<file path="src/rtl/seq_shifter.sv">
// Sequential 8-bit shifter/rotator: one bit-step per clock, result and carry
// presented together with a single-cycle done pulse.
module seq_shifter (
   input  logic       clk,
   input  logic       rst,
   input  logic       start,
   input  logic [7:0] a,
   input  logic [2:0] op,
   input  logic [2:0] amt,
   output logic       busy,
   output logic       done,
   output logic [7:0] y,
   output logic       carry
);

   typedef enum logic [1:0] {
      ST_IDLE  = 2'd0,
      ST_SHIFT = 2'd1,
      ST_DONE  = 2'd2
   } state_t;

   state_t     r_state;
   logic [7:0] r_work;
   logic [2:0] r_cnt;
   logic       r_left;
   logic       r_rot;
   logic       r_fill;

   logic       w_valid;
   logic       w_op_left;
   logic       w_op_rot;
   logic       w_op_fill;
   logic       w_out_bit;
   logic       w_in_bit;
   logic [7:0] w_step;

   always_comb begin
      w_valid   = 1'b1;
      w_op_left = 1'b0;
      w_op_rot  = 1'b0;
      w_op_fill = 1'b0;
      case (op)
         3'b001: w_op_left = 1'b1;
         3'b100: w_op_left = 1'b0;
         3'b101: begin w_op_left = 1'b1; w_op_fill = 1'b1; end
         3'b110: w_op_fill = 1'b1;
         3'b010: begin w_op_left = 1'b1; w_op_rot = 1'b1; end
         3'b011: w_op_rot = 1'b1;
         default: w_valid = 1'b0;
      endcase
   end

   // A rotate feeds the outgoing bit back in; a shift feeds the fill constant.
   assign w_out_bit = r_left ? r_work[7] : r_work[0];
   assign w_in_bit  = r_rot ? w_out_bit : r_fill;

   generate
      for (genvar gi = 0; gi < 8; gi++) begin : g_step
         if (gi == 0) begin : g_lsb
            assign w_step[gi] = r_left ? w_in_bit : r_work[gi+1];
         end else if (gi == 7) begin : g_msb
            assign w_step[gi] = r_left ? r_work[gi-1] : w_in_bit;
         end else begin : g_mid
            assign w_step[gi] = r_left ? r_work[gi-1] : r_work[gi+1];
         end
      end
   endgenerate

   always_ff @(posedge clk) begin
      if (rst) begin
         r_state <= ST_IDLE;
         r_work  <= 8'h00;
         r_cnt   <= 3'd0;
         r_left  <= 1'b0;
         r_rot   <= 1'b0;
         r_fill  <= 1'b0;
         y       <= 8'h00;
         carry   <= 1'b0;
         busy    <= 1'b0;
         done    <= 1'b0;
      end else begin
         case (r_state)
            ST_IDLE: begin
               done <= 1'b0;
               if (start) begin
                  busy <= 1'b1;
                  if (w_valid && (amt != 3'd0)) begin
                     r_work  <= a;
                     r_cnt   <= amt;
                     r_left  <= w_op_left;
                     r_rot   <= w_op_rot;
                     r_fill  <= w_op_fill;
                     r_state <= ST_SHIFT;
                  end else begin
                     y       <= a;
                     carry   <= 1'b0;
                     done    <= 1'b1;
                     r_state <= ST_DONE;
                  end
               end
            end
            ST_SHIFT: begin
               r_work <= w_step;
               r_cnt  <= r_cnt - 3'd1;
               // y/carry only move on the final step so partial results stay hidden.
               if (r_cnt == 3'd1) begin
                  y       <= w_step;
                  carry   <= w_out_bit;
                  done    <= 1'b1;
                  r_state <= ST_DONE;
               end
            end
            ST_DONE: begin
               busy    <= 1'b0;
               done    <= 1'b0;
               r_state <= ST_IDLE;
            end
            default: begin
               busy    <= 1'b0;
               done    <= 1'b0;
               r_state <= ST_IDLE;
            end
         endcase
      end
   end

endmodule

</file>
<file path="config.mk">
export PLATFORM = sky130hd
export DESIGN_NAME = seq_shifter
export DESIGN_NICKNAME = d
export VERILOG_FILES = /design/src/rtl/seq_shifter.sv
export SDC_FILE = /design/constraint.sdc
export NUM_CORES = 1
export LEC_CHECK = 0
export ABC_AREA = 1
export BUFFER_PORTS_ARGS = -buffer_cell sky130_fd_sc_hd__buf_2
export CELL_PAD_IN_SITES_DETAIL_PLACEMENT = 0
export CELL_PAD_IN_SITES_GLOBAL_PLACEMENT = 2
export CORE_MARGIN = 4
export CORE_UTILIZATION = 30
export CTS_CLUSTER_SIZE = 14
export DETAILED_ROUTE_END_ITERATION = 10
export PLACE_DENSITY = 0.81
export SKIP_CTS_REPAIR_TIMING = 1
export SYNTH_ARGS = -nofsm -noshare
export SYNTH_HDL_FRONTEND = slang
export SYNTH_SLANG_ARGS = --single-unit
</file>
<file path="constraint.sdc">
create_clock -name clk -period 2.3 [get_ports clk]
set_input_delay 0.115 -clock clk [delete_from_list [all_inputs] [get_ports clk]]
set_output_delay 0.115 -clock clk [all_outputs]
set_load 0.01 [all_outputs]
</file>
Yosys cells after proc, flatten, opt, wreduce, memory -nomap -nowiden --
Index checks and enable logic that the tools add are counted.
Storage, ports and cells: output and inout port bits 11, logic and storage cells 75, register bits after elaboration 27, input port bits 17
Operators by class: reductions and logical operators 13, add/sub/neg operators 1, multiplexer cells 38, equal/unequal tests 12, bitwise logic cells 1
Operators with widths (number):
- $mux 8 | 5
- $pmux 8 s2 | 2
- $mux 1 | 21
- $eq 3x3->1 const B | 3
- $ne 2x2->1 const B | 4
- $eq 3x1->1 const B | 2
- $eq 3x2->1 const B | 2
- $mux 2 | 3
- $mux 3 | 2
- $pmux 1 s2 | 3
- $pmux 3 s2 | 1
- $reduce_and 3->1 | 2
- $reduce_or 6->1 | 1
- $pmux 2 s2 | 1
- $reduce_and 2->1 | 2
- $reduce_and 4->1 | 1
- $reduce_or 2->1 | 2
- $reduce_bool 3->1 | 1
- $reduce_or 3->1 | 1
- $sub 3x1->3 const B | 1
- $eq 2x1->1 const B | 1
- $logic_not 2->1 | 1
- $reduce_bool 2->1 | 1
- $logic_and 1x1->1 | 1
- $not 1->1 | 1

Logic depth before layout (Yosys ltp) --
Gate-level depths: netlist (run 1).
word-level depth 7, depth in mapped cells 9, mapped depth without buffers 9

Worst setup path after synthesis (run 1) --
OpenSTA, ideal clock, no wires.
path kind reg2reg, from register r_cnt[0], to register y[0], path slack 0.999 ns, clock period less this slack 1.301 ns, path buffers 1, data required time 2.189 ns, data arrival time 1.189 ns, setup time 0.111 ns, stages on the path, launching flop included 8, path through dfxtp_1 > ha_1 > nand2_1 > a21oi_2 > nand2_2 > buf_6 > nor2_1 > nor2_1
Between the ends: word-level cells in the longest chain between the ends 3
RTL lines:
- start: declaration | line 24 | logic [2:0] r_cnt;
- start signal: assignment | line 89 | r_cnt <= amt;
- start signal: assignment | line 104 | r_cnt <= r_cnt - 3'd1;
- $eq 3x1->1 | line 106 | if (r_cnt == 3'd1) begin
- $ne 2x2->1 (no source line)
- $reduce_and 4->1 (no source line)
- end signal: assignment | line 107 | y <= w_step;
- end: declaration | line 12 | output logic [7:0] y,
Every way passes these cells. A chain may end at the register's enable or synchronous reset.

Final worst setup path (run 1) --
from register r_cnt[0], to register y[7]
The elaborated chain is that of the path after synthesis.

==> flow_metrics.env, run 1 <==
export IMPL_status="finished clean"
export IMPL_detail_route_antenna_nets=0
export IMPL_cp_end_kind="register"
export IMPL_cp_top_family="simple AND/OR/NAND/NOR gates"
export IMPL_hold_slack_ns=0.0815
export IMPL_insertion_delay_ns=0.28
export IMPL_hold_viol_final=0
export IMPL_slew_violations=0
export IMPL_slowest_delay_ns=0.40
export IMPL_worstPathBufferInverterCount=0
export IMPL_core_area_sq_um=4690
export IMPL_dieHeight_um=77.6
export IMPL_antenna_found_initial=0
export IMPL_grt_pass1_wl_um=6140
export IMPL_hold_end="r_state[0]"
export IMPL_worstReg2RegStart="r_cnt[0]"
export IMPL_syn_inst=232
export IMPL_ios=28
export IMPL_hp_start="rst"
export IMPL_yosys_area_top_type_share=0.372
export IMPL_fin_setup_tns_ns=0
export IMPL_dp_hpwl_um=2580
export IMPL_ir_drop_uv=339
export IMPL_finish_utilization=0.353
export IMPL_initial_utilization=0.310
export IMPL_slowest_stage="dfxtp_1"
export IMPL_sw_frac_of_total=0.356
export IMPL_wire_per_inst_um=11.5
export IMPL_reg2reg_slack_ns=0.65
export IMPL_grt_max_degree=22
export IMPL_yosys_top_cells_area="dfxtp_1, nand2_1, nor2_1, inv_1, nand3_1"
export IMPL_slew_limit_headroom=0.520
export IMPL_syn_to_final_growth_pct=14.0
export IMPL_p_switching_mw=0.438
export IMPL_clock_sinks=27
export IMPL_via_per_inst=4.47
export IMPL_num_rows=25
export IMPL_fill_cells=540
export IMPL_worst_hold_path_type="in2reg"
export IMPL_antenna_cells=0
export IMPL_p_int_mw=0.793
export IMPL_synth_largest_area_cell="dfxtp_1"
export IMPL_syn_nets=251
export IMPL_ys_seq_elements=27
export IMPL_worst_pin_slew_ns=0.720
export IMPL_rsz0062_at_grt="no"
export IMPL_dieArea_sq_um=6020
export IMPL_clk_pin_slew_ns=0.10
export IMPL_vias=1386
export IMPL_ys_types=25
export IMPL_max_clock_path_buffers=2
export IMPL_cts_tree="done"
export IMPL_finClkSkew_ns=0.00840
export IMPL_pwr_share_seq=0.470
export IMPL_period_needed_ns=1.65
export IMPL_placed_cell_area_sq_um=1610
export IMPL_final_nets=276
export IMPL_drtIter0Drc=44
export IMPL_io_buffer_count=27
export IMPL_overflow=0
export IMPL_crit_chain="ha_1 -> nand2_1 -> a21oi_2 -> nand2_2 -> nand2_1 -> nand2_1 -> nor2_1"
export IMPL_fmax_mhz=605
export IMPL_die_w_um=77.6
export IMPL_drc_errors=0
export IMPL_cp_arrival_ns=1.87
export IMPL_wirelength_um=3570
export IMPL_grt_pass1_vias=1327
export IMPL_maxCapViolCount=0
export IMPL_min_delay_path_depth=2
export IMPL_timing_final_ws_setup_ns=0.648
export IMPL_place_worst_setup_slack_ns=0.681
export IMPL_setup_viol=0
export IMPL_leakagePower_nw=0.849
export IMPL_yosys_warnings=0
export IMPL_power_density_nw_per_um2=744
export IMPL_r2r_cells=7
export IMPL_postLayoutCellArea_sq_um=1660
export IMPL_post_route_period_util=0.718
export IMPL_numCtsBuffers=3
export IMPL_syn_avg_cell_area_sq_um=6.26
export IMPL_p_comb_frac=0.301
export IMPL_synth_sequential_area_ratio=0.372
export IMPL_synth_area_sq_um=1450
export IMPL_clockRootBuffer="clkbuf_8"
export IMPL_globalplace_congestion=0.720
export IMPL_drt_pre_antenna_iters=4
export IMPL_htree_levels=1
export IMPL_drive_gt1_frac=0.152
export IMPL_setup_worst_path_class="reg2reg"
export IMPL_worstPathMaxFanout=14
export IMPL_crit_path_start_kind="register"
export IMPL_cp_data_required_time_ns=2.52
export IMPL_grt_use_total=0.127
export IMPL_reg2reg_to="y[7]"
export IMPL_critical_path_most_common_cell="nand2_1"
export IMPL_power_share_clock=0.229
## cell usage in the layout, fill, tap and decap left out, types with 2 or more instances in the layout
| master | synthesis | final |
|---|---|---|
| dfxtp_1 | 27 | 27 |
| a21oi_1 | 13 | 13 |
| nand3_1 | 15 | 15 |
| nand3b_1 | 2 | 2 |
| buf_2 | 4 | 27 |
| clkbuf_8 | 1 | 3 |
| nor2_1 | 40 | 40 |
| o21ai_0 | 10 | 10 |
| and3_2 | 3 | 3 |
| inv_1 | 25 | 25 |
| o21ai_1 | 3 | 3 |
| nand2_1 | 75 | 75 |
| ha_1 | 2 | 2 |
## synthesized netlist by cell type
| master | n |
|---|---|
| clkbuf_1 | 1 |
| buf_6 | 1 |
| nor3_1 | 1 |
| nor2_2 | 1 |
| o21ai_0 | 10 |
| o21bai_1 | 1 |
| clkinv_1 | 1 |
| dfxtp_1 | 27 |
| xnor2_1 | 1 |
| nand3b_1 | 2 |
| a21oi_1 | 13 |
| buf_4 | 1 |
| nand2_2 | 1 |
| nand2_1 | 75 |
| and3_2 | 3 |
| nand4_1 | 1 |
| inv_1 | 25 |
| a21oi_2 | 1 |
| nand3_1 | 15 |
| nand3_2 | 1 |
| ha_1 | 2 |
| o21ai_1 | 3 |
| buf_2 | 4 |
| nor2_1 | 40 |
| clkbuf_8 | 1 |
## worst register-to-register path, stage by stage (launching register included)
cell,delay (ns)
dfxtp_1,0.40
ha_1,0.16
nand2_1,0.10
a21oi_2,0.35
nand2_2,0.29
nand2_1,0.12
nand2_1,0.06
nor2_1,0.11
## state kept, by name, indices dropped and copies added (netlist names)
register	count
carry	1
busy	1
r_left	1
done	1
r_cnt	3
r_rot	1
y	8
r_state	2
r_fill	1
r_work	8
## routing by layer
metal	GRT usage	wire length [um]	vias up
li1	-	-	766
met1	0.171	1840	590
met2	0.206	1560	28
met3	0.0267	143	2
met4	0.0285	23	0
met5	0	0	-
## power by group through the flow
stage               Clock (mW)  Sequential [mW]  Combinational, mW
finish                   0.282            0.578              0.371
global route             0.314            0.589              0.439
CTS                      0.298            0.578              0.378
detailed placement           0            0.588              0.376
global placement             0            0.590              0.380
floorplan                    0            0.589              0.274
## per-stage QoR
stage,power (mW),cells
floorplan,0.863,232
global placement,0.970,306
detailed placement,0.964,306
CTS,1.25,310
global route,1.34,310
finish,1.23,310
## cell type report
class	instances	area, sq um	area share
clock buffer	3	41.3	0.0249
clock inverter	1	7.51	0.00454
inverter	26	97.6	0.0590
multi-input combinational	171	758	0.458
sequential	27	541	0.327
tap	54	67.6	0.0408
timing repair buffer	28	143	0.0862
## cell families (layout without fill, tap and decap cells)
group | count (synthesis) | count (layout) | share of synthesized area
compound gates | 28 | 28 | 0.101
xor+xnor | 1 | 1 | 0.00603
fa+ha+maj | 2 | 2 | 0.0172
buf+inv | 34 | 58 | 0.106
flops | 27 | 27 | 0.372
simple gates | 140 | 140 | 0.398
## worst max-delay path by stage
| stage | end | depth (start not counted) | start | slack (ns) |
|---|---|---|---|---|
| 6_report | y[7] | 7 | r_cnt[0] | 0.65 |
| 5_1_grt | y[1] | 7 | r_cnt[0] | 0.42 |
| 4_1_cts | y[7] | 7 | r_cnt[0] | 0.63 |
| 3_5_place_dp | y[7] | 7 | r_cnt[0] | 0.68 |
| 3_3_place_gp | y[1] | 7 | r_cnt[0] | 0.66 |
| 2_1_floorplan | y[0] | 7 | r_cnt[0] | 1.0 |
Note: power is estimated with default switching activity, not from simulation.
==> run 2: changes to the inputs <==
CORE_UTILIZATION = 28   (was 30)
PLACE_DENSITY = 0.76   (was 0.81)
clock period = 1.55 ns   (was 2.3 ns; I/O delays follow)
==> run 2 against run 1 <==
Net effect: die area grew 6.4%; worst setup slack worse by 0.45 ns; sequential power rose by 47%; via count is 3.0% higher; largest power group unchanged; non-clock buffer count increased by 6.
==> flow_metrics.env, run 2 (synthesized netlist as in run 1, its figures left out) <==
export IMPL_status="finished clean"
export IMPL_place_worst_setup_slack_ns=0.202
export IMPL_antenna_cells=0
export IMPL_post_route_period_util=0.871
export IMPL_multi_input_comb_area_sq_um=758
export IMPL_core_area_sq_um=4880
export IMPL_worstPathMaxFanout=14
export IMPL_detail_route_antenna_nets=0
export IMPL_grt_pass1_wl_um=6290
export IMPL_drtIter0Drc=77
export IMPL_fill_cells=588
export IMPL_fin_setup_tns_ns=0
export IMPL_reg_largest_list="r_work x8, y x8, r_cnt x3"
export IMPL_num_rows=25
export IMPL_worst_pin_slew_ns=0.424
export IMPL_drt_pre_antenna_iters=4
export IMPL_die_w_um=80.0
export IMPL_placed_cell_area_sq_um=1680
export IMPL_power_density_nw_per_um2=1070
export IMPL_overflow=0
export IMPL_dieArea_sq_um=6400
export IMPL_initial_utilization=0.298
export IMPL_drc_errors=0
export IMPL_crit_path_start_kind="register"
export IMPL_hold_viol_final=0
export IMPL_numCtsBuffers=3
export IMPL_ir_drop_uv=509
export IMPL_worst_hold_path_type="in2reg"
export IMPL_reg2reg_slack_ns=0.20
export IMPL_cp_arrival_ns=1.56
export IMPL_final_common_cell="nand2_1"
export IMPL_rsz0062_at_grt="no"
export IMPL_hold_slack_ns=0.0605
export IMPL_ios=28
export IMPL_power_mw=1.85
export IMPL_htree_levels=1
export IMPL_final_nets=282
export IMPL_cts_tree="done"
export IMPL_dp_hpwl_um=2740
export IMPL_grt_use_total=0.124
export IMPL_period_needed_ns=1.35
export IMPL_clockRootBuffer="clkbuf_8"
export IMPL_wire_per_inst_um=11.4
export IMPL_via_per_inst=4.34
export IMPL_finClkSkew_ns=0.00155
export IMPL_clock_sinks=27
export IMPL_globalplace_congestion=0.747
export IMPL_grt_max_degree=22
export IMPL_seqCellArea_sq_um=541
export IMPL_dieHeight_um=80.0
export IMPL_timing_final_ws_setup_ns=0.199
export IMPL_io_buffer_count=27
export IMPL_slew_violations=0
export IMPL_postLayoutCellArea_sq_um=1730
export IMPL_cp_data_required_time_ns=1.76
export IMPL_setup_worst_path_class="reg2reg"
export IMPL_leakagePower_nw=0.883
export IMPL_clk_pin_slew_ns=0.09
export IMPL_grt_pass1_vias=1337
export IMPL_max_clock_path_buffers=2
export IMPL_syn_to_final_growth_pct=18.8
export IMPL_wirelength_um=3740
export IMPL_layout_common_cells="nand2_1, nor2_1, dfxtp_1, buf_2, inv_1"
export IMPL_drive_gt1_frac=0.168
export IMPL_cp_end_kind="register"
export IMPL_fmax_mhz=740
export IMPL_maxCapViolCount=0
export IMPL_slew_limit_headroom=0.717
export IMPL_insertion_delay_ns=0.27
export IMPL_vias=1428
export IMPL_antenna_found_initial=0
export IMPL_setup_viol=0
## run 2: cell count changes in the layout (fill, tap and decap cells not counted)
| cell | before | now |
|---|---|---|
| buf_12 | 0 | 1 |
| buf_4 | 1 | 6 |
| clkbuf_1 | 0 | 1 |
| clkinvlp_4 | 1 | 0 |
## run 2: area by class of cell
type | instances | share of cell area
Multi-Input combinational cell | 171 | 0.439
Sequential cell | 27 | 0.313
Timing Repair Buffer | 34 | 0.116
Inverter | 26 | 0.0566
Tap cell | 67 | 0.0486
Clock buffer | 4 | 0.0261
## run 2: worst paths after layout
path             from  endpoint  cells past startpoint
max reg2reg  r_cnt[1]      y[7]                      8
min               rst      done                      2
max          r_cnt[1]      y[7]                      8
min reg2reg     carry     carry                      2
## run 2: per-stage QoR
| stage | std cells | util |
|---|---|---|
| after floorplan | 232 | - |
| after global placement | 325 | 0.344 |
| after detailed placement | 325 | 0.344 |
| after CTS | 329 | 0.354 |
| after global routing | 329 | 0.354 |
| final | 329 | 0.354 |
## run 2: power by group
group          internal [mW]  total, mW  switching [mW]
logic                  0.235      0.597           0.362
clock network          0.184      0.405           0.220
registers              0.791      0.849          0.0584
## run 2: worst max-delay path, cell delays in order (launching register included)
cell and delay [ns]:
dfxtp_1 0.33, inv_1 0.08, ha_1 0.14, nand2_1 0.09, a21oi_2 0.18, nand2_2 0.20, nand2_1 0.11, nand2_1 0.05
nor2_1 0.11
## run 2: routing by layer
| metal | share of wire | wire length (um) | track usage | vias up |
|---|---|---|---|---|
| li1 | - | - | - | 778 |
| met2 | 0.46 | 1700 | 0.204 | 13 |
| met1 | 0.51 | 1900 | 0.167 | 635 |
| met5 | 0 | 0 | 0 | - |
| met4 | 0.0064 | 24 | 0.0203 | 0 |
| met3 | 0.030 | 112 | 0.0305 | 2 |
